<file path="config.mk">
export PLATFORM = sky130hd
export DESIGN_NAME = if_id_skid_stage
export DESIGN_NICKNAME = d
export VERILOG_FILES = /design/src/rtl/rv32_pipe_pkg.sv /design/src/rtl/sat_counter.sv /design/src/rtl/if_id_skid_stage.sv
export SDC_FILE = /design/constraint.sdc
export NUM_CORES = 1
export LEC_CHECK = 0
export BUFFER_PORTS_ARGS = -buffer_cell sky130_fd_sc_hd__buf_2
export CORE_ASPECT_RATIO = 0.8
export CORE_UTILIZATION = 40
export DETAILED_ROUTE_END_ITERATION = 6
export HOLD_SLACK_MARGIN = 0.1
export PLACE_DENSITY_LB_ADDON = 0.25
export SLEW_MARGIN = 0
export SYNTH_ARGS = -nofsm -noshare
export SYNTH_HDL_FRONTEND = slang
export SYNTH_SLANG_ARGS = --single-unit
</file>
<file path="constraint.sdc">
create_clock -name clk -period 1.9 [get_ports clk]
set_input_delay 0 -clock clk [delete_from_list [all_inputs] [get_ports clk]]
set_output_delay 0 -clock clk [all_outputs]
set_load 0.01 [all_outputs]
</file>
<file path="src/rtl/rv32_pipe_pkg.sv">
// Shared RV32 pipeline types: fetch/decode payload, skid-stage state encoding
// and the canonical NOP used as the decode-side reset instruction.
package rv32_pipe_pkg;

    localparam int XLEN = 32;
    localparam logic [31:0] NOP_INSTR = 32'h0000_0013;

    typedef struct packed {
        logic [XLEN-1:0] pc;
        logic [31:0]     instr;
    } if_id_t;

    typedef enum logic [1:0] {
        EMPTY = 2'd0,
        FULL  = 2'd1,
        SKID  = 2'd2
    } skid_state_t;

endpackage

</file>
<file path="src/rtl/sat_counter.sv">
// Saturating up-counter with synchronous active-low reset; sticks at all-ones.
module sat_counter #(
    parameter int W = 32
) (
    input  logic         clk,
    input  logic         rst_n,
    input  logic         inc,
    output logic [W-1:0] count
);

    always_ff @(posedge clk) begin
        if (!rst_n) begin
            count <= '0;
        end else if (inc && (count != {W{1'b1}})) begin
            count <= count + 1'b1;
        end
    end

endmodule

</file>
<file path="src/rtl/if_id_skid_stage.sv">
// IF->ID pipeline stage with a two-entry skid buffer so in_ready is a register.
// Optional decode stall counter is built when IF_ID_PERF_CNT_EN is defined.
module if_id_skid_stage
    import rv32_pipe_pkg::*;
#(
    parameter int XLEN = rv32_pipe_pkg::XLEN,
    parameter int ILEN = 32
) (
    input  logic            clk,
    input  logic            rst_n,
    input  logic            flush,
    input  logic            in_valid,
    output logic            in_ready,
    input  logic [XLEN-1:0] in_pc,
    input  logic [ILEN-1:0] in_instr,
    output logic            out_valid,
    input  logic            out_ready,
    output logic [XLEN-1:0] out_pc,
    output logic [ILEN-1:0] out_instr,
`ifdef IF_ID_PERF_CNT_EN
    output logic [31:0]     perf_stall_cnt,
`endif
    output skid_state_t     dbg_state
);

    // Handshake: a transfer happens on a rising edge where valid && ready are
    // both high; valid never waits on ready, and ready is purely registered.
    skid_state_t     state_q, state_d;
    logic            in_ready_q, out_valid_q;
    logic [XLEN-1:0] main_pc_q, skid_pc_q;
    logic [ILEN-1:0] main_instr_q, skid_instr_q;
    logic            in_fire, out_fire;
    logic            load_main_in, load_main_skid, load_skid;

    assign in_fire  = in_valid && in_ready_q;
    assign out_fire = out_valid_q && out_ready;

    always_comb begin
        state_d        = state_q;
        load_main_in   = 1'b0;
        load_main_skid = 1'b0;
        load_skid      = 1'b0;
        case (state_q)
            EMPTY: begin
                if (in_fire) begin
                    load_main_in = 1'b1;
                    state_d      = FULL;
                end
            end
            FULL: begin
                if (in_fire && out_fire) begin
                    load_main_in = 1'b1;
                end else if (in_fire) begin
                    load_skid = 1'b1;
                    state_d   = SKID;
                end else if (out_fire) begin
                    state_d = EMPTY;
                end
            end
            SKID: begin
                if (out_fire) begin
                    load_main_skid = 1'b1;
                    state_d        = FULL;
                end
            end
            default: state_d = EMPTY;
        endcase
        // Redirect wins over any handshake; the fetched entry is dropped.
        if (flush) begin
            state_d        = EMPTY;
            load_main_in   = 1'b0;
            load_main_skid = 1'b0;
            load_skid      = 1'b0;
        end
    end

    always_ff @(posedge clk) begin
        if (!rst_n) begin
            state_q      <= EMPTY;
            in_ready_q   <= 1'b1;
            out_valid_q  <= 1'b0;
            main_pc_q    <= '0;
            main_instr_q <= ILEN'(NOP_INSTR);
            skid_pc_q    <= '0;
            skid_instr_q <= ILEN'(NOP_INSTR);
        end else begin
            state_q     <= state_d;
            in_ready_q  <= (state_d != SKID);
            out_valid_q <= (state_d != EMPTY);
            if (load_main_in) begin
                main_pc_q    <= in_pc;
                main_instr_q <= in_instr;
            end else if (load_main_skid) begin
                main_pc_q    <= skid_pc_q;
                main_instr_q <= skid_instr_q;
            end
            if (load_skid) begin
                skid_pc_q    <= in_pc;
                skid_instr_q <= in_instr;
            end
        end
    end

    assign in_ready  = in_ready_q;
    assign out_valid = out_valid_q;
    assign out_pc    = main_pc_q;
    assign out_instr = main_instr_q;
    assign dbg_state = state_q;

`ifdef IF_ID_PERF_CNT_EN
    sat_counter #(.W(32)) u_stall_cnt (
        .clk   (clk),
        .rst_n (rst_n),
        .inc   (out_valid_q && !out_ready && !flush),
        .count (perf_stall_cnt)
    );
`endif

endmodule
</file>
## After elaboration in Yosys (flattened, before gate mapping)

Index checks and enable logic that the tools add are counted.

| operators by class | value |
|---|---|
| $add $sub $neg | 0 |
| multiply operators | 0 |
| divide/modulo/power cells | 0 |
| $lt $le $gt $ge | 0 |
| equal/unequal tests | 3 |
| shift-type cells | 0 |
| multiplexer cells | 21 |
| bitwise gates (word level) | 0 |
| reduce and logical (&&, ||, !) cells | 6 |

Operator list:

| operator | number |
|---|---|
| 32-bit two-way mux | 4 |
| 2-bit two-way mux | 6 |
| 1-bit two-way mux | 9 |
| 2-bit one-hot mux with 3 select lines | 1 |
| 2-bit nonzero test | 2 |
| 1-bit logical AND | 3 |
| 2-bit by 1-bit equality test with 1-bit output (second input constant) | 1 |
| 2-bit equality test (second input constant) | 1 |
| 2-bit logical NOT | 1 |
| 2-bit != test (second input constant) | 1 |
| 1-bit one-hot mux with 2 select lines | 1 |

| word-level totals | value |
|---|---|
| register bits | 132 |
| latch bits | 0 |
| bits in writable memories | 0 |
| ROM bits | 0 |
| input bits | 69 |
| output and inout bits | 68 |
| word-level logic and storage cells | 37 |
| memories kept | 0 |

## Longest topological paths before layout

Gate-level depths: netlist (run 1).

| depth | value |
|---|---|
| word-level depth | 7 |
| depth in mapped cells | 7 |
| gate-level depth less buffers | 4 |

## Worst setup path after synthesis (run 1)

OpenSTA, ideal clock, no wires.

| path | value |
|---|---|
| path type | register to register |
| start point | register state_q[0] (netlist: dbg_state[0]) |
| end point | register skid_pc_q[0] |
| library setup time | 0.066 ns |
| data arrival time | 1.421 ns |
| data required time | 1.834 ns |
| path slack | 0.413 ns |
| stages on the path, launching flop included | 6 |
| buffers on the path | 1 |
| clock period less this slack | 1.487 ns |
| path through | dfxtp_1 -> a21bo_4 -> nor3_4 -> buf_6 -> nand2_1 -> a21boi_2 |

| between the ends | value |
|---|---|
| cells in the longest elaborated chain, start to end | 3 |

Ends and longest elaborated chain:

| element | line | RTL |
|---|---|---|
| from (decl) | if_id_skid_stage.sv:28 | `skid_state_t state_q, state_d;` |
| from (signal assigned) | if_id_skid_stage.sv:87 | `state_q <= state_d;` |
| 2-bit by 1-bit equality test with 1-bit output | if_id_skid_stage.sv:43 | `case (state_q)` |
| 1-bit two-way mux | if_id_skid_stage.sv:43 |  |
| 1-bit two-way mux | if_id_skid_stage.sv:69 | `if (flush) begin` |
| to (signal assigned) | if_id_skid_stage.sv:98 | `skid_pc_q <= in_pc;` |
| to (decl) | if_id_skid_stage.sv:30 | `logic [XLEN-1:0] main_pc_q, skid_pc_q;` |

No other way between the ends.
A chain may end at the register's enable or synchronous reset.

## Worst setup path after layout (run 1)

| path | value |
|---|---|
| start point | register state_q[1] (netlist: dbg_state[1]) |
| end point | register main_pc_q[7] (netlist: out_pc[7]) |

| between the ends | value |
|---|---|
| cells in the longest elaborated chain, start to end | 4 |
| elaborated cells between the ends (all ways) | 9 |
| those cells by class | eq/ne: 2; mux: 5; reduce/logical: 2 |

Ends and longest elaborated chain:

| element | line | RTL |
|---|---|---|
| 2-bit by 1-bit equality test with 1-bit output, or another cell as far along | if_id_skid_stage.sv:43 |  |
| 1-bit one-hot mux with 2 select lines or 1-bit two-way mux (tied branches) | if_id_skid_stage.sv:43 |  |
| 1-bit two-way mux | if_id_skid_stage.sv:69 |  |
| 32-bit two-way mux or 2-bit nonzero test (tied branches) | - |  |
| to (signal assigned) | if_id_skid_stage.sv:91 | `main_pc_q <= in_pc;` |
| to (signal assigned) | if_id_skid_stage.sv:94 | `main_pc_q <= skid_pc_q;` |
| to (decl) | if_id_skid_stage.sv:30 |  |

Parallel ways exist; a longest one is shown, timed or not.

==> results of run 1 <==
-- cell type report --
| cell class | instances | area, um2 |
|---|---|---|
| clock buffers | 20 | 437 |
| inverters | 1 | 3.75 |
| multi-input cells | 414 | 2600 |
| clock inverters | 8 | 65.1 |
| well taps | 175 | 219 |
| fillers | 1164 | 5670 |
| repair buffers | 218 | 1510 |
| flip-flops and latches | 132 | 2640 |
-- cells in the mapped netlist --
library cell | instances | area [um2]
a211oi_1 | 3 | 22.5
a21bo_4 | 1 | 16.3
a21boi_0 | 1 | 7.51
a21boi_1 | 64 | 480
a21boi_2 | 58 | 653
a21oi_1 | 4 | 20.0
a22oi_1 | 61 | 458
a22oi_2 | 1 | 12.5
and2_1 | 2 | 12.5
and2b_1 | 1 | 7.51
and3_1 | 3 | 18.8
and4b_1 | 1 | 10.0
and4bb_1 | 1 | 12.5
buf_2 | 13 | 65.1
buf_4 | 7 | 52.6
buf_6 | 6 | 67.6
clkbuf_1 | 20 | 75.1
dfxtp_1 | 132 | 2640
inv_1 | 1 | 3.75
nand2_1 | 193 | 724
nand3_1 | 3 | 15.0
nand3b_4 | 1 | 20.0
nor2_1 | 4 | 15.0
nor3_1 | 1 | 5.00
nor3_4 | 2 | 32.5
nor4_1 | 3 | 18.8
o21ai_0 | 1 | 5.00
o21ai_1 | 3 | 15.0
o21bai_1 | 1 | 7.51
or3_1 | 1 | 6.26
-- where the power goes --
group          internal [W]  switching, W  leakage (nW)
sequential          0.00286     0.0000486          1.07
clock               0.00175       0.00111         0.255
combinational      0.000335      0.000313          1.59
total               0.00494       0.00147          2.92
-- worst min-delay path: stages --
cell and delay [ns]:
dlygate4sd3_1 0.52, buf_2 0.12, nand2_1 0.05, nand3_1 0.06
-- per-stage QoR --
step / total power, W / std cells / utilization / setup slack (ns) / cell area, um2
final: 0.00641 / 968 / 0.568 / 0.239 / 7470
after floorplan: 0.00328 / 593 / - / 0.413 / 5500
after CTS: 0.00649 / 968 / 0.568 / 0.280 / 7470
after detailed placement: 0.00350 / 871 / 0.478 / 0.287 / 6280
after global placement: 0.00349 / 871 / 0.478 / 0.340 / 6280
after global routing: 0.00667 / 968 / 0.568 / 0.113 / 7470
-- repair_timing --
item	in CTS	in global routing
endpoints found under the hold margin	132	0
buffers inserted	0	0
hold buffers	69	0
endpoints found under the setup margin	0	0
-- placed cells by master, fill, tap and decap left out, types with 4 or more instances in the layout --
cell type,count
buf_4,10
clkinv_2,7
dfxtp_1,132
nor2_1,4
a21oi_1,4
nand2_1,192
buf_2,136
clkbuf_16,17
dlygate4sd3_1,69
a21boi_2,58
a21boi_1,64
a22oi_1,61
-- layer usage --
layer  global-route usage  vias to the layer above
met4                0.108                        0
met5                    0                        -
li1                     -                     2435
met2                0.357                      141
met3               0.0501                       22
met1                0.242                     2322
-- worst min path at each step --
stage	endpoint	slack, ns	cells past startpoint
floorplan	skid_instr_q[0]	0.12	2
global placement	skid_instr_q[31]	0.26	3
detailed placement	skid_instr_q[1]	0.25	3
CTS	skid_instr_q[1]	0.36	4
global route	skid_instr_q[8]	0.38	4
finish	skid_instr_q[1]	0.37	4
-- state kept, by name, summed over array words and instances (netlist names) --
register / cells
dbg_state: 2
in_ready: 1
out_instr: 32
out_pc: 32
out_valid: 1
skid_instr_q: 32
skid_pc_q: 32
-- logic make-up after synthesis --
group / Yosys count / synth area share
AOI/OAI and AO/OA: 198 / 0.309
DFF: 132 / 0.480
buffers and inverters: 47 / 0.0480
and+or+nand+nor: 216 / 0.163
==> summary.md, run 1 <==
| Metric | Value |
|---|---|
| Status | completed |
| # diodes | 0 |
| Worst-margin pin slew | roughly 0.52 ns |
| Skew-Pair Late Insertion Delay | slightly above 0.4 ns |
| GR Overflow Total | 0 |
| CP Class | reg -> reg |
| Drt initial violations | about 280 |
| CTS Buf Count | 17 |
| Avg WL per Cell | around 15 um |
| # clock sinks | 132 |
| Reg2reg end | out_pc[7] |
| DRC | 0 |
| Final hold vios | 0 |
| Max layer used | met4 |
| R2R Setup Slk | around 0.24 ns |
| Fraction of layout cells with a size suffix above 1 | 0.301 |
| Post-route ant nets | 0 |
| Crit path launch type | flip-flop |
| Clk buf depth | 2 |
| Final #Nets | ~850 |
| Final setup vio count | 0 |
| PortBufs | ~140 |
| Initial antenna violation count | 0 |
| Warnings from Yosys | 0 |
| RSZ-0062 raised after global routing | false |
| Critical path required time | approximately 2.2 ns |
| GP Congestion | around 0.77 |
| Cell variety after synth | 30 |
| Root buf cell | clkbuf_16 |
| Die Height | 107 um |
| Post-CTS sizing | 0 |
| HPWL Detailed | around 8400 um |
| Worst path buffer plus inverter count | 1 |
| Worst r2r src | dbg_state[1] |
| Arrival time worst endpoint | between 1.5 and 2 ns |
| Worst hold path class | in -> reg |
| Worst-path cell chain | and4b_1, and2_2, buf_12, a22oi_1, a21boi_0 |
| Pre-antenna DRT Iters | 5 |
| Period utilisation layout | 0.874 |
| Critical path peak fanout | 42 |
| Final Max Slew Viols | 0 |
| Crit path launch | dbg_state[1] |
| P_leak | between 2 and 3 nW |
| Ports | approximately 140 |
| Met3 WL | approximately 650 um |
| Synth Area per Inst | 9.28 um2 |
| Slew margin rel. | 0.656 |
| Die area | about 14000 um2 |
| Crit-path slowest cell | dfxtp_1 |
| Sequential cell area fraction in the yosys report | 0.480 |
| Starting Density | 0.419 |
| Post-Syn Nets | 662 |
| Vias in the first global route | ~4.8k |
| TNS Setup | 0 ns |
| Syn-to-layout area delta | 35.8% |
| Delay-heaviest family, CP | simple AND/OR/NAND/NOR gates |
| Die width | about 130 um |
| Vias per cell | roughly 5.1 |
| Final clock skew | 0.00669 ns |
| CTS tree | built |
| Worst r2r path cells | 5 |
| Crit path to | out_pc[7] |
| Total Wirelength | 14100 um |
| Mapped cell area | roughly 5500 um2 |
| Worst hold margin | between 0.3 and 0.4 ns |
| Rows | 37 |
| Crit path depth | 5 |
| H-tree Lvls | 4 |
| GR Util All Layers | 0.208 |
| Largest net degree at the start of global routing | 65 |
| Maximum single-stage delay on the critical path | 0.45 ns |
| Hold path startpoint | in_instr[1] |
| Pwr dens | roughly 860 nW/um2 |
| Setup crit end kind | flip-flop |
| Synthesized flop and latch total | ~130 |
| First-pass GRT wire length | between 20000 and 25000 um |
| Synth Instances | around 590 |
| Wire length on met2 | slightly above 7000 um |
| Core area | between 10000 and 15000 um2 |
| MaxCap Viol Count | 0 |
| Vias | roughly 4.9k |
| FMAX | about 0.6 GHz |
| Met1 wire length | approximately 6000 um |
| Final worst path period need | 1.66 ns |
| Clk slew on worst S/H paths | about 0.06 ns |
| Peak supply drop | approximately 0.6 mV |
Note: power is estimated with default switching activity, not from simulation.
==> run 2, diff against run 1 <==
--- a/config.mk
+++ b/config.mk
@@ -6,8 +6,10 @@
 export NUM_CORES = 1
 export LEC_CHECK = 0
 export BUFFER_PORTS_ARGS = -buffer_cell sky130_fd_sc_hd__buf_2
+export CELL_PAD_IN_SITES_DETAIL_PLACEMENT = 0
+export CELL_PAD_IN_SITES_GLOBAL_PLACEMENT = 2
 export CORE_ASPECT_RATIO = 0.8
-export CORE_UTILIZATION = 40
+export CORE_UTILIZATION = 32
 export DETAILED_ROUTE_END_ITERATION = 6
 export HOLD_SLACK_MARGIN = 0.1
 export PLACE_DENSITY_LB_ADDON = 0.25
==> run 2 against run 1 <==
Net effect: wire length grew 9.0%; register-to-register slack got worse by 0.07 ns; worst setup slack got worse by 0.072 ns; combinational power increased by 7.3%.
==> summary.md, run 2 (synthesized netlist as in run 1, its figures left out) <==
| Metric | Value |
|---|---|
| Setup crit end kind | flip-flop |
| Final worst setup slack | 0.168 ns (-0.0717 ns) |
| R2R Setup Slk | 0.17 ns (-0.07 ns) |
| Syn-to-layout area delta | 40.4% |
| Post-CTS sizing | 0 (unchanged) |
| Die area | 17700 um2 (+25%) |
| Hold path startpoint | in_instr[1] |
| Critical path required time | 2.24 ns (about the same) |
| Clk slew on worst S/H paths | 0.06 ns (about the same) |
| H-tree Lvls | 4 (unchanged) |
| First-pass GRT wire length | 24100 um (+4.7%) |
| Skew-Pair Late Insertion Delay | 0.41 ns (about the same) |
| Ports | 137 (unchanged) |
| Starting Density | 0.330 (-0.0882) |
| Period utilisation layout | 0.912 (+0.0377) |
| PortBufs | 136 (unchanged) |
| Total power | 0.00673 W (+5.1%) |
| Rows | 42 (+14%) |
| Crit path launch type | flip-flop |
| Fraction of layout cells with a size suffix above 1 | 0.308 (+0.00698) |
| Slew margin rel. | 0.701 (+0.0446) |
| CTS Buf Count | 17 (unchanged) |
| Final clock skew | 0.00627 ns (-0.000417 ns) |
| Peak supply drop | 0.567 mV (-6.1%) |
| Reg2reg end | out_pc[7] |
| Vias in the first global route | 4663 (-2.7%) |
| Hold Path Sink | skid_instr_q[1] |
| Die width | 149 um (+12%) |
| Worst r2r path cells | 6 (+1) |
| Status | completed |
| Post-route ant nets | 0 (unchanged) |
| Total Wirelength | 15300 um (+9.0%) |
| # clock sinks | 132 (unchanged) |
| Die Height | 119 um (+12%) |
| Maximum single-stage delay on the critical path | 0.39 ns (-0.06 ns) |
| GR Overflow Total | 0 (unchanged) |
| Drt initial violations | 265 (-3.6%) |
| Commonest non-fill, non-tap cells in the layout | 192 x nand2_1, 136 x buf_2, 132 x dfxtp_1 |
| Vias per cell | 4.79 (-5.8%) |
| CP Class | reg -> reg |
| Pwr dens | 872 nW/um2 (+1.6%) |
| Most used cell, CP | buf_4 |
| Vias | 4890 (-0.61%) |
| TNS Setup | 0 ns (unchanged) |
| FMAX | 0.577 GHz (-4.1%) |
| Final #Nets | 860 (+0.82%) |
| Final worst path period need | 1.73 ns (+0.0717 ns) |
| Initial antenna violation count | 0 (unchanged) |
| Worst Hold Depth | 4 (unchanged) |
| Clk buf depth | 2 (unchanged) |
| Largest net degree at the start of global routing | 59 (-9.2%) |
| Core area | 16700 um2 (+27%) |
| Worst r2r src | dbg_state[0] |
| Critical path peak fanout | 22 (-48%) |
| Commonest non-fill, non-tap cell in the layout | nand2_1 |
| MaxCap Viol Count | 0 (unchanged) |
| DRC | 0 (unchanged) |
| Dpl cells | 921 (+5.7%) |
| Pre-antenna DRT Iters | 5 (unchanged) |
| GR Util All Layers | 0.177 (-0.0308) |
| Root buf cell | clkbuf_16 |
| # diodes | 0 (unchanged) |
| Final hold vios | 0 (unchanged) |
| Place WS | 0.149 ns (-0.138 ns) |
| Cell Area, Placed | 6470 um2 (+3.1%) |
| Final Max Slew Viols | 0 (unchanged) |
| Avg WL per Cell | 15.0 um (+3.4%) |
| GP Congestion | 0.763 (-0.81%) |
| Worst-path cell chain | buf_4, and4b_1, and2_2, buf_4, a22oi_1, a21boi_0 |
| HPWL Detailed | 9400 um (+12%) |
| P_leak | 3.01 nW (+3.1%) |
| Final Non-Filler Cells | 1021 (+5.5%) |
| Worst-margin pin slew | 0.449 ns (-0.0669 ns) |
| Arrival time worst endpoint | 2.07 ns (+0.08 ns) |
| RSZ-0062 raised after global routing | false |
| Final setup vio count | 0 (unchanged) |
| Fin area | 7730 um2 (+3.4%) |
| Crit-path slowest cell | and4b_1 |
| Worst hold path class | in -> reg |
| CTS tree | built |
==> run 2: cell types whose count changed in the layout (fill, tap and decap cells not counted) <==
cell | previous run | this run
dlygate4sd3_1 | 69 | 68
clkbuf_1 | 3 | 4
clkinv_2 | 7 | 4
clkbuf_8 | 0 | 2
bufinv_16 | 1 | 2
buf_12 | 3 | 11
==> run 2: metal layers <==
metal | track usage | part of all wire | routed length, um | vias up
li1 | - | - | - | 2442
met1 | 0.234 | 0.49 | 7440 | 2336
met2 | 0.281 | 0.47 | 7160 | 102
met3 | 0.0398 | 0.037 | 569 | 10
met4 | 0.0651 | 0.011 | 165 | 0
met5 | 0 | 0 | 0 | -
==> run 2: through the flow <==
step	util	hold slack [ns]
floorplan	-	0.124
global placement	0.389	0.234
detailed placement	0.389	0.240
CTS	0.462	0.352
global route	0.464	0.382
finish	0.464	0.369
==> run 2: worst max-delay path by stage <==
stage	startpoint	to	slack, ns
floorplan	dbg_state[0]	skid_pc_q[0]	0.41
global placement	dbg_state[0]	out_pc[7]	0.18
detailed placement	dbg_state[0]	out_pc[7]	0.15
CTS	dbg_state[0]	out_pc[7]	0.13
global route	dbg_state[0]	out_pc[7]	0.01
finish	dbg_state[0]	out_pc[7]	0.17
==> run 2: critical path: cells and delay by family (launching register included) <==
kind / cells / cell delay, ns
AND/OR/NAND/NOR: 2 / 0.62
buffers and inverters: 2 / 0.46
flip-flops: 1 / 0.31
AO/OA/AOI/OAI: 2 / 0.27
==> run 2: cell type report <==
| cell class | instances | area, um2 |
|---|---|---|
| Fill cell | 1635 | 8930 |
| Sequential cell | 132 | 2640 |
| Multi-Input combinational cell | 414 | 2600 |
| Timing Repair Buffer | 225 | 1660 |
| Clock buffer | 23 | 468 |
| Tap cell | 220 | 275 |
| Clock inverter | 6 | 80.1 |
| Inverter | 1 | 3.75 |
==> run 2: repair_timing <==
item,CTS,global route
endpoints found under the setup margin,0,2
buffers inserted,0,3
hold buffers,68,0
endpoints found under the hold margin,132,0
==> run 2: where the power goes <==
group	leakage, nW	total, W	internal (W)	switching (W)
Sequential	1.07	0.00290	0.00286	0.0000445
Clock	0.273	0.00314	0.00197	0.00117
Combinational	1.66	0.000695	0.000364	0.000331
==> run 3, diff against run 2 <==
--- a/config.mk
+++ b/config.mk
@@ -9,11 +9,11 @@
 export CELL_PAD_IN_SITES_DETAIL_PLACEMENT = 0
 export CELL_PAD_IN_SITES_GLOBAL_PLACEMENT = 2
 export CORE_ASPECT_RATIO = 0.8
-export CORE_UTILIZATION = 32
+export CORE_UTILIZATION = 29
 export DETAILED_ROUTE_END_ITERATION = 6
 export HOLD_SLACK_MARGIN = 0.1
 export PLACE_DENSITY_LB_ADDON = 0.25
-export SLEW_MARGIN = 0
+export SLEW_MARGIN = 40
 export SYNTH_ARGS = -nofsm -noshare
 export SYNTH_HDL_FRONTEND = slang
 export SYNTH_SLANG_ARGS = --single-unit
==> constraint.sdc (replaced) <==
create_clock -name clk -period 1.5 [get_ports clk]
set_input_delay 0 -clock clk [delete_from_list [all_inputs] [get_ports clk]]
set_output_delay 0 -clock clk [all_outputs]
set_load 0.01 [all_outputs]
==> run 3 against run 2 <==
Net effect: cell area is 2.0% higher; die area increased by 10%; first-iteration DRC count increased by 4.2%; combinational power grew 31%.
==> summary.md, run 3 (synthesized netlist as in run 1, its figures left out) <==
| Metric | Value |
|---|---|
| Worst hold path class | in -> reg |
| Fillcell total | 1790 (+9.5%) |
| # diodes | 0 (unchanged) |
| First-pass GRT wire length | 25800 um (+7.0%) |
| Critical path peak fanout | 15 (-32%) |
| Die area | 19500 um2 (+10%) |
| Vias | 4948 (+1.2%) |
| HPWL Detailed | 9720 um (+3.4%) |
| Ports | 137 (unchanged) |
| CTS tree | built |
| Final setup vio count | 0 (unchanged) |
| Worst hold margin | 0.382 ns (+0.0124 ns) |
| Starting Density | 0.300 (-0.0302) |
| # clock sinks | 132 (unchanged) |
| Largest net degree at the start of global routing | 56 (-5.1%) |
| GR Util All Layers | 0.170 (-0.00700) |
| Core area | 18300 um2 (+10%) |
| MaxCap Viol Count | 0 (unchanged) |
| GP Congestion | 0.718 (-6.0%) |
| Status | completed |
| CP Class | in -> reg |
| Syn-to-layout area delta | 43.2% |
| Final hold vios | 0 (unchanged) |
| Fraction of layout cells with a size suffix above 1 | 0.324 (+0.0159) |
| Hold path startpoint | in_pc[21] |
| DRC | 0 (unchanged) |
| Final Non-Filler Cells | 1061 (+3.9%) |
| Peak supply drop | 0.594 mV (+4.7%) |
| Crit path launch type | primary input |
| Total power | 0.00851 W (+26%) |
| Pwr dens | 1080 nW/um2 (+24%) |
| Die width | 156 um (+5.0%) |
| Final #Nets | 864 (+0.47%) |
| Root buf cell | clkbuf_16 |
| Initial antenna violation count | 0 (unchanged) |
| FMAX | roughly 0.69 GHz |
| H-tree Lvls | 4 (unchanged) |
| Drt initial violations | 276 (+4.2%) |
| Clk slew on worst S/H paths | 0.06 ns (about the same) |
| Critical path required time | 1.84 ns (-0.40 ns) |
| Final Max Slew Viols | 0 (unchanged) |
| Worst r2r src | dbg_state[0] |
| Pre-antenna DRT Iters | 4 (-1) |
| Post-route ant nets | 0 (unchanged) |
| CTS Buf Count | 17 (unchanged) |
| Rows | 44 (+4.8%) |
| Fin area | 7880 um2 (+2.0%) |
| Final core occ | 0.430 (-0.0340) |
| Avg WL per Cell | 15.6 um (+4.1%) |
| Dpl cells | 954 (+3.6%) |
| PortBufs | 136 (unchanged) |
| Commonest non-fill, non-tap cells in the layout | 192 x nand2_1, 136 x buf_2, 128 x dfxtp_1 |
| Final worst path period need | approximately 1.4 ns |
| Period utilisation layout | 0.962 |
| Arrival time worst endpoint | 1.78 ns (-0.29 ns) |
| Cell Area, Placed | 6530 um2 (+0.83%) |
| P_leak | 3.05 nW (+1.3%) |
| GR Overflow Total | 0 (unchanged) |
| Skew-Pair Late Insertion Delay | 0.42 ns (about the same) |
| Slew margin rel. | 0.729 (+0.0280) |
| Worst-margin pin slew | 0.407 ns (-0.0420 ns) |
| Clk buf depth | 2 (unchanged) |
| Vias in the first global route | 4967 (+6.5%) |
| Setup crit end kind | flip-flop |
| RSZ-0062 raised after global routing | true |
| Commonest non-fill, non-tap cell in the layout | nand2_1 |
| Die Height | 125 um (+5.0%) |
| Final clock skew | 0.0119 ns (+0.00563 ns) |
| Vias per cell | 4.66 (-2.6%) |
| Total Wirelength | 16600 um (+8.2%) |
| Crit path launch | flush |
## run 3: final cells by class
type                            instances  area (um2)  share of cell area
Timing Repair Buffer                  229        1760               0.223
Clock buffer                           19         443              0.0562
Clock inverter                         13         108              0.0137
Multi-Input combinational cell        414        2610               0.331
Inverter                                1        3.75            0.000476
Sequential cell                       132        2650               0.336
Tap cell                              253         317              0.0402
## run 3: worst paths after layout
kind | end | slack, ns | cells past startpoint
worst max-delay path | out_pc[12] | 0.06 | 8
worst min-delay path | skid_pc_q[21] | 0.38 | 4
worst max register to register | out_pc[12] | 0.07 | 6
worst min register to register | out_pc[1] | 0.45 | 2
## run 3: worst max-delay path, stage by stage
cell	delay (ns)
dlygate4sd3_1	0.54
buf_2	0.23
and4bb_1	0.24
a22oi_2	0.22
buf_6	0.18
buf_12	0.16
nand2_1	0.07
a21boi_1	0.15
## run 3: report_power, final
part	switching (W)	total, W	leakage [nW]	internal [W]
sequential	0.0000573	0.00368	1.07	0.00362
combinational	0.000436	0.000912	1.71	0.000477
clock	0.00161	0.00392	0.265	0.00231
## run 3: repair_timing
action / 4_1_cts / 5_1_grt
setup buffers: 2 / 2
pin swaps: 1 / 8
resized for setup: 2 / 5
hold endpoints to repair: 132 / 0
hold buffers: 68 / 0
cloned: 1 / 3
setup endpoints to repair: 3 / 78
## run 3: metrics by stage
step	setup TNS, ns	setup slack (ns)
after global placement	0	0.0373
after floorplan	0	0.0133
after detailed placement	-0.0196	-0.00804
final	0	0.0576
after global routing	-0.130	-0.0218
after CTS	0	0.000955
## run 3: per-layer routing
metal / GRT usage / wire length, um / vias up
met5: 0 / 0 / -
met3: 0.0412 / 650 / 17
met4: 0.0577 / 220 / 0
li1: - / - / 2457
met2: 0.283 / 7870 / 98
met1: 0.214 / 7840 / 2376
